--- src/rtl/idu_scoreboard.sv ---
// Decode-stage RAW/WAW hazard scoreboard.
// Keeps one outstanding-write counter per architectural register. Issue
// increments the counter of the destination, and each write-back port
// decrements it. Decode stalls while a source is still owed a write, or
// while the destination counter cannot take another writer.
module idu_scoreboard #(
    parameter int NR_REG    = 32,
    parameter int RD_W      = 5,
    parameter int CNT_W     = 2,
    parameter int NR_WB     = 2,
    parameter bit WB_BYPASS = 1'b1
) (
    input  logic                   clock,
    input  logic                   reset,
    input  logic                   clear,
    input  logic [RD_W-1:0]        chk_rs1,
    input  logic                   chk_need1,
    input  logic [RD_W-1:0]        chk_rs2,
    input  logic                   chk_need2,
    input  logic [RD_W-1:0]        chk_rd,
    output logic                   stall,
    input  logic                   issue_valid,
    input  logic [NR_WB-1:0]       wb_valid,
    input  logic [NR_WB*RD_W-1:0]  wb_rd,
    output logic [NR_REG-1:0]      busy_mask,
    output logic [RD_W+CNT_W-1:0]  outstanding,
    output logic                   err
);

    localparam int DEC_W = $clog2(NR_WB + 1);
    localparam int OUT_W = RD_W + CNT_W;
    localparam logic [CNT_W-1:0] CNT_MAX = '1;

    // cnt[0] is reset to zero and its next value is always zero, so x0 never
    // becomes busy.
    logic [NR_REG-1:0][CNT_W-1:0] cnt;
    logic [NR_REG-1:0][CNT_W-1:0] cnt_nxt;
    logic [NR_REG-1:0][DEC_W-1:0] dec;
    logic [NR_REG-1:0]            eff_busy;
    logic [OUT_W-1:0]             sum_nxt;
    logic                         underflow;
    logic                         do_issue;
    logic                         bad_issue;

    // Count how many write-back ports retire a write to each register this cycle.
    always_comb begin
        // NOTE: every combinational output gets a default first, so no path leaves it unassigned and no latch is inferred.
        dec = '0;
        for (int r = 1; r < NR_REG; r++) begin
            for (int i = 0; i < NR_WB; i++) begin
                if (wb_valid[i] && wb_rd[i*RD_W +: RD_W] == RD_W'(r)) begin
                    dec[r] = dec[r] + DEC_W'(1);
                end
            end
        end
    end

    // Decide, per register, whether a reader must still wait. With bypass on,
    // a write retiring this cycle already counts as done.
    always_comb begin
        eff_busy = '0;
        for (int r = 0; r < NR_REG; r++) begin
            if (WB_BYPASS) begin
                eff_busy[r] = int'(cnt[r]) > int'(dec[r]);
            end else begin
                eff_busy[r] = cnt[r] != '0;
            end
        end
    end

    // Form the stall from RAW on either source and from destination
    // saturation; derive the accepted and rejected issue strobes from it.
    always_comb begin
        stall = (chk_need1 && chk_rs1 != '0 && eff_busy[chk_rs1])
             || (chk_need2 && chk_rs2 != '0 && eff_busy[chk_rs2])
             || (chk_rd != '0 && cnt[chk_rd] == CNT_MAX);
        do_issue  = issue_valid && !stall && chk_rd != '0;
        bad_issue = issue_valid && stall;
    end

    // Net each counter's issue and write-back for the next edge, flag
    // underflow, and total the result. A clear drops everything this cycle.
    always_comb begin
        int net;
        net       = 0;
        cnt_nxt   = '0;
        sum_nxt   = '0;
        underflow = 1'b0;
        for (int r = 0; r < NR_REG; r++) begin
            net = int'(cnt[r]) - int'(dec[r]);
            if (do_issue && chk_rd == RD_W'(r)) begin
                net = net + 1;
            end
            if (net < 0) begin
                underflow = 1'b1;
                net       = 0;
            end
            cnt_nxt[r] = CNT_W'(net);
            sum_nxt    = sum_nxt + OUT_W'(cnt_nxt[r]);
        end
        if (clear) begin
            cnt_nxt   = '0;
            sum_nxt   = '0;
            underflow = 1'b0;
        end
    end

    // Register the counters, the running total and the sticky error flag.
    always_ff @(posedge clock) begin
        // NOTE: state registers use non-blocking assignment, so every flop samples the values from before the edge.
        if (reset) begin
            // NOTE: the counter array is reset because the stall logic reads it in the first cycle after reset.
            cnt         <= '0;
            outstanding <= '0;
            err         <= 1'b0;
        end else begin
            cnt         <= cnt_nxt;
            outstanding <= sum_nxt;
            if (!clear && (underflow || bad_issue)) begin
                err <= 1'b1;
            end
        end
    end

    // Expose which registers have any write outstanding, from registered state only.
    always_comb begin
        busy_mask = '0;
        for (int r = 0; r < NR_REG; r++) begin
            busy_mask[r] = cnt[r] != '0;
        end
    end

endmodule

--- config.mk ---
export PLATFORM = sky130hd
export DESIGN_NAME = idu_scoreboard
export DESIGN_NICKNAME = d
export VERILOG_FILES = /design/src/rtl/idu_scoreboard.sv
export SDC_FILE = /design/constraint.sdc
export NUM_CORES = 1
export LEC_CHECK = 0
export ABC_AREA = 1
export BUFFER_PORTS_ARGS = -buffer_cell sky130_fd_sc_hd__buf_2
export CORE_MARGIN = 4
export CORE_UTILIZATION = 48
export DETAILED_ROUTE_END_ITERATION = 10
export PLACE_DENSITY_LB_ADDON = 0.12
export SETUP_SLACK_MARGIN = 0.15
export SYNTH_ARGS = -nofsm -noshare
export SYNTH_HDL_FRONTEND = slang
export SYNTH_SLANG_ARGS = --single-unit
--- constraint.sdc ---
create_clock -name clock -period 15.05 [get_ports clock]
set_input_delay 0.7525 -clock clock [delete_from_list [all_inputs] [get_ports clock]]
set_output_delay 0.7525 -clock clock [all_outputs]
set_load 0.005 [all_outputs]
* After elaboration in Yosys (flattened, before gate mapping)
Cells that the tools add are included.
** Storage, ports and cells
- Register bits after elaboration :: 72
- Input port bits :: 33
- Output and inout port bits :: 41
- Logic and storage cells :: 630
** Operators by class
- Add/sub/neg operators :: 125
- Magnitude comparators :: 67
- Equality and inequality tests :: 94
- Multiplexer cells :: 165
- Reduce and logical (&&, ||, !) cells :: 145
** Operators by type and width (number)
- less-than comparator 32 x 1 -> 1 bit, second input constant :: 31
- two-way mux 32 bit :: 31
- equality test 5 bit, second input constant :: 48
- adder 7 x 2 -> 7 bit :: 26
- two-way mux 2 bit :: 64
- adder 3 x 2 -> 4 bit, second input constant :: 31
- equality test 5 x 4 -> 1 bit, second input constant :: 24
- logical AND 1 bit :: 103
- subtractor 2 x 2 -> 3 bit :: 31
- two-way mux 1 bit :: 66
- nonzero test 2 bit :: 32
- adder 2 x 1 -> 2 bit, second input constant :: 31
- greater-than comparator 2 bit :: 31
- equality test 5 x 3 -> 1 bit, second input constant :: 12
- equality test 5 x 2 -> 1 bit, second input constant :: 6
- less-than comparator 5 x 6 -> 1 bit, second input constant :: 3
- equality test 5 x 1 -> 1 bit, second input constant :: 3
- nonzero test 5 bit :: 3
- binary-select mux 1 bit (select 5 bit) :: 2
- binary-select mux 2 bit (select 5 bit) :: 1
- adder 6 x 2 -> 7 bit :: 1
- adder 5 x 2 -> 6 bit :: 1
- adder 4 x 2 -> 5 bit :: 1
- logical NOT 5 bit :: 1
- other kinds (10) :: 13

* Depth between registers and ports, before layout
- Word-level depth :: 52
- Gate-level depth with buffers :: 44
- Gate-level depth less buffers :: 43

* Worst setup path after synthesis
OpenSTA, ideal clock, no wires.
- Path type :: in2reg
- From :: input wb_rd[9]
- To :: register outstanding[5]
- Library setup time :: 0.125 ns
- Arrival time :: 8.508 ns
- Required time :: 14.925 ns
- Setup slack :: 6.417 ns
- Stages :: 40
- Buffers on the path :: 2
- Cell sequence :: inv_1 -> nand2_1 -> clkbuf_1 -> nor2_1 -> ha_1 -> ha_1 -> inv_1 -> fa_1 -> a21boi_0 -> or2_1 -> nand3_1 -> nand2_1 -> nor2_1 -> nor2_1 -> nand2_1 -> nand2_1 -> nor3_2 -> buf_4 -> (+4 left out) -> xor2_1 -> nor2_1 -> fa_1 -> inv_1 -> fa_1 -> inv_1 -> fa_1 -> fa_1 -> fa_1 -> fa_1 -> fa_1 -> ha_1 -> inv_1 -> fa_1 -> nor3_1 -> a211oi_1 -> o21ai_0 -> a21oi_1
** Between the ends
- Word-level cells in the longest chain between the ends :: 47
- Elaborated cells between the ends (all ways) :: 356
- Those cells by class :: add/sub: 93; order compare: 63; eq/ne: 31; mux: 99; reduce/logical: 70
** RTL lines
- start, declared :: line 24 : input logic [NR_WB*RD_W-1:0] wb_rd,
- equality test 5 x 1 -> 1 bit (tied with other cells) :: line 51 : if (wb_valid[i] && wb_rd[i*RD_W +: RD_W] == RD_W'(r)) begin
- logical AND 1 bit :: line 51
- two-way mux 2 bit :: line 51
- greater-than comparator 2 bit :: line 64 : eff_busy[r] = int'(cnt[r]) > int'(dec[r]);
- binary-select mux 1 bit (select 5 bit) (on tied branches) :: line 74, 75
- two-way mux 1 bit (on tied branches) :: line 74, 75
- logical AND 1 bit (on tied branches) :: line 74, 75
- logical OR 1 bit :: line 75 : || (chk_need2 && chk_rs2 != '0 && eff_busy[chk_rs2])
- (+7 left out)
- two-way mux 2 bit :: line 94 : if (net < 0) begin
- adder 2 x 2 -> 3 bit :: line 99 : sum_nxt = sum_nxt + OUT_W'(cnt_nxt[r]);
- adder 3 x 2 -> 4 bit :: line 99
- adder 4 x 2 -> 5 bit :: line 99
- adder 5 x 2 -> 6 bit :: line 99
- adder 6 x 2 -> 7 bit :: line 99
- adder 7 x 2 -> 7 bit (25 in series) :: line 99
- adder 7 x 2 -> 7 bit * :: line 99
- end signal, assigned :: line 118 : outstanding <= sum_nxt;
- end, declared :: line 26 : output logic [RD_W+CNT_W-1:0] outstanding,
Every way passes the cells marked *; elsewhere a longest branch is shown, timed or not. The select of a mux whose other input is x is not followed.
A chain may end at the register's enable or synchronous reset.

* Final worst setup path
Ends and elaborated chain as after synthesis.

==> load_flow_metrics.sql <==
INSERT INTO impl_metrics (metric_group, metric, value, unit) VALUES
('logic_synthesis', 'synth-warning-count', '0', ''),
('global_routing', 'gr-total-overflow', '0', ''),
('routing', 'ratio_of_routed_vias_to_standard_cells', '5.29', ''),
('routing', 'post-route-drc-count', '0', ''),
('worst_setup_path', 'critical_path.most_common_cell', 'fa_1', ''),
('worst_setup_path', 'ff2ff_path_depth', '37', ''),
('layout', 'num-nets-final', '1845', ''),
('min_path', 'worst_hold_startpoint', 'err', ''),
('worst_setup_path', 'worst-path-buf-inv', '9', ''),
('min_path', 'timing.hold.worst.class', 'register to register', ''),
('worst_setup_path', 'regToRegStartpoint', 'cnt[2]', ''),
('routing', 'vias', '10021', ''),
('clocking', 'cts.clk_slew.worst_paths', '60', 'ps'),
('sta', 'timing.setup.tns', '0', 'ps'),
('logic_synthesis', 'mappedNetlistArea', '10200', 'sq um'),
('clocking', 'post-cts-setup-buffers', '0', ''),
('worst_setup_path', 'crit_path_start_kind', 'input pin', ''),
('sta', 'setup_violations', '0', ''),
('floorplan', 'io_pins', '74', ''),
('logic_synthesis', 'postSynthAreaPerCell', '6.53', 'sq um'),
('floorplan', 'die_width', '154', 'um'),
('worst_setup_path', 'critPathMaxStageDelay', '660', 'ps'),
('logic_synthesis', 'synth-edff-count', '0', ''),
('floorplan', 'core', '21000', 'sq um'),
('sta', 'timing.fmax', '101', 'MHz'),
('power_and_ir_drop', 'power.static_leakage', '5.84', 'nW'),
('power_and_ir_drop', 'p_sw_frac', '0.401', ''),
('power_and_ir_drop', 'clock_network_power_share', '0.319', ''),
('logic_synthesis', 'asr_flop_ratio_synth', '0', ''),
('outcome', 'outcome', 'complete, no violations', ''),
('worst_setup_path', 'crit_path_arrival_time', '10140', 'ps'),
('worst_setup_path', 'r2r_end', 'outstanding[5]', ''),
('clocking', 'numCtsBuffers', '9', ''),
('worst_setup_path', 'crit_fanout', '29', ''),
('clocking', 'hold_bufs_inserted_after_cts', '0', ''),
('floorplan', 'num_rows', '53', ''),
('worst_setup_path', 'critical_path.top_delay_family', 'adder cells', ''),
('place', 'gpl.final_weighted_congestion', '1.03', ''),
('logic_synthesis', 'yosysSeqAreaShare', '0.141', ''),
('worst_setup_path', 'required_time_at_the_worst_slack_endpoint', '15280', 'ps'),
('place', 'detailed_place.area', '10700', 'sq um'),
('logic_synthesis', 'ys_ff_latch', '72', ''),
('global_routing', 'grt_max_degree', '64', ''),
('clocking', 'htreeDepth', '3', ''),
('worst_setup_path', 'setup.worst_path.class', 'input pin to register', ''),
('power_and_ir_drop', 'powerDensity', '59.2', 'nW/um^2'),
('logic_synthesis', 'netlist_top_cells_area', 'fa_1, dfxtp_1, nand2_1', ''),
('routing', 'wl_per_cell', '20.3', 'um'),
('global_routing', 'first_global_vias', '9885', ''),
('global_routing', 'antenna_violations_before_repair', '0', ''),
('logic_synthesis', 'yosysTopAreaCellShare', '0.178', ''),
('worst_setup_path', 'worstSetupEndpointType', 'register', ''),
('logic_synthesis', 'post_synth_num_cell_types', '35', ''),
('sta', 'fin_crit_sh', '0.659', ''),
('place', 'pre_cts_slack', '4930', 'ps'),
('power_and_ir_drop', 'combinationalPowerShare', '0.376', ''),
('power_and_ir_drop', 'switching_power', '0.000261', 'W'),
('power_and_ir_drop', 'cellInternalPower', '0.000390', 'W'),
('flow_run', 'drv.max_cap_violation_count', '0', ''),
('routing', 'dr.pass1.iters', '6', ''),
('logic_synthesis', 'netlist_top_cells_count', 'nand2_1, inv_1, nor2_1', ''),
('layout', 'drive_above_1_share', '0.0858', ''),
('global_routing', 'grt_overall_usage', '0.329', ''),
('layout', 'final_core_util', '0.524', ''),
('sta', 'hold-worst-slack', '465', 'ps'),
('sta', 'slew_violations', '0', ''),
('sta', 'max_slew_headroom', '0.449', ''),
('logic_synthesis', 'synthFlopType', 'dfxtp_1', ''),
('min_path', 'worst_hold_path.num_cells', '2', ''),
('logic_synthesis', 'synth_top_area_cell', 'fa_1', ''),
('clocking', 'tritoncts', 'yes', '');
==> flip-flops by register name (all words and copies together), names as in the netlist <==
name,flops
cnt,64
err,1
outstanding,7
==> layout by cell type (no fill, tap or decap), types with 35 or more instances in the layout <==
cell type / n
o21ai_0: 35
nand2_1: 368
nor2_1: 246
inv_1: 303
ha_1: 105
buf_2: 73
nand3_1: 115
dfxtp_1: 72
fa_1: 91
nor3_1: 42
==> kinds of logic after synthesis <==
logic type,count (synthesis),share of synthesized area
adders and majority gates,196,0.307
AOI/OAI and AO/OA,72,0.0370
and+or+nand+nor,850,0.355
DFF,72,0.141
xor gates and xnor gates,26,0.0223
buffers and inverters,349,0.137
==> worst register-to-register path, delay by kind of cell (launching register included) <==
family                     cells  cell delay [ps]
adders and majority gates     11             4830
and+or+nand+nor               13             2010
buffers and inverters          8              890
AOI/OAI and AO/OA              4              470
DFF                            1              330
xor gates and xnor gates       1              160
==> power by group through the flow <==
stage	registers, W	clock network [W]	logic [W]
2_1_floorplan	0.000203	0	0.000160
3_3_place_gp	0.000203	0	0.000242
3_5_place_dp	0.000203	0	0.000241
4_1_cts	0.000199	0.000211	0.000244
5_1_grt	0.000199	0.000218	0.000274
6_report	0.000199	0.000208	0.000245
==> how the worst max path moves through the flow <==
stage	slack [ps]	to	cells after the start
floorplan	6420	outstanding[5]	40
global placement	5020	outstanding[5]	41
detailed placement	4930	outstanding[5]	41
CTS	5240	outstanding[5]	41
global route	4660	outstanding[5]	42
finish	5140	outstanding[5]	41
==> layout make-up <==
type / instances / area (sq um)
Clock buffer: 11 / 233
Clock inverter: 4 / 22.5
Fill cell: 2234 / 9960
Inverter: 311 / 1170
Multi-Input combinational cell: 1144 / 7380
Sequential cell: 72 / 1440
Tap cell: 275 / 344
Timing Repair Buffer: 78 / 403
==> layer usage <==
metal,part of all wire,vias up,global-route usage,wire [um]
met5,0,-,0,0
met1,0.43,4648,0.457,16600
met3,0.089,95,0.0664,3430
li1,-,4840,-,-
met2,0.44,438,0.503,16800
met4,0.044,0,0.134,1700
==> metrics by stage <==
stage | instances | power [W]
2_1_floorplan | 1565 | 0.000363
3_3_place_gp | 1880 | 0.000445
3_5_place_dp | 1880 | 0.000444
4_1_cts | 1895 | 0.000654
5_1_grt | 1895 | 0.000691
6_report | 1895 | 0.000651
Power figures use the tool's default switching activity.
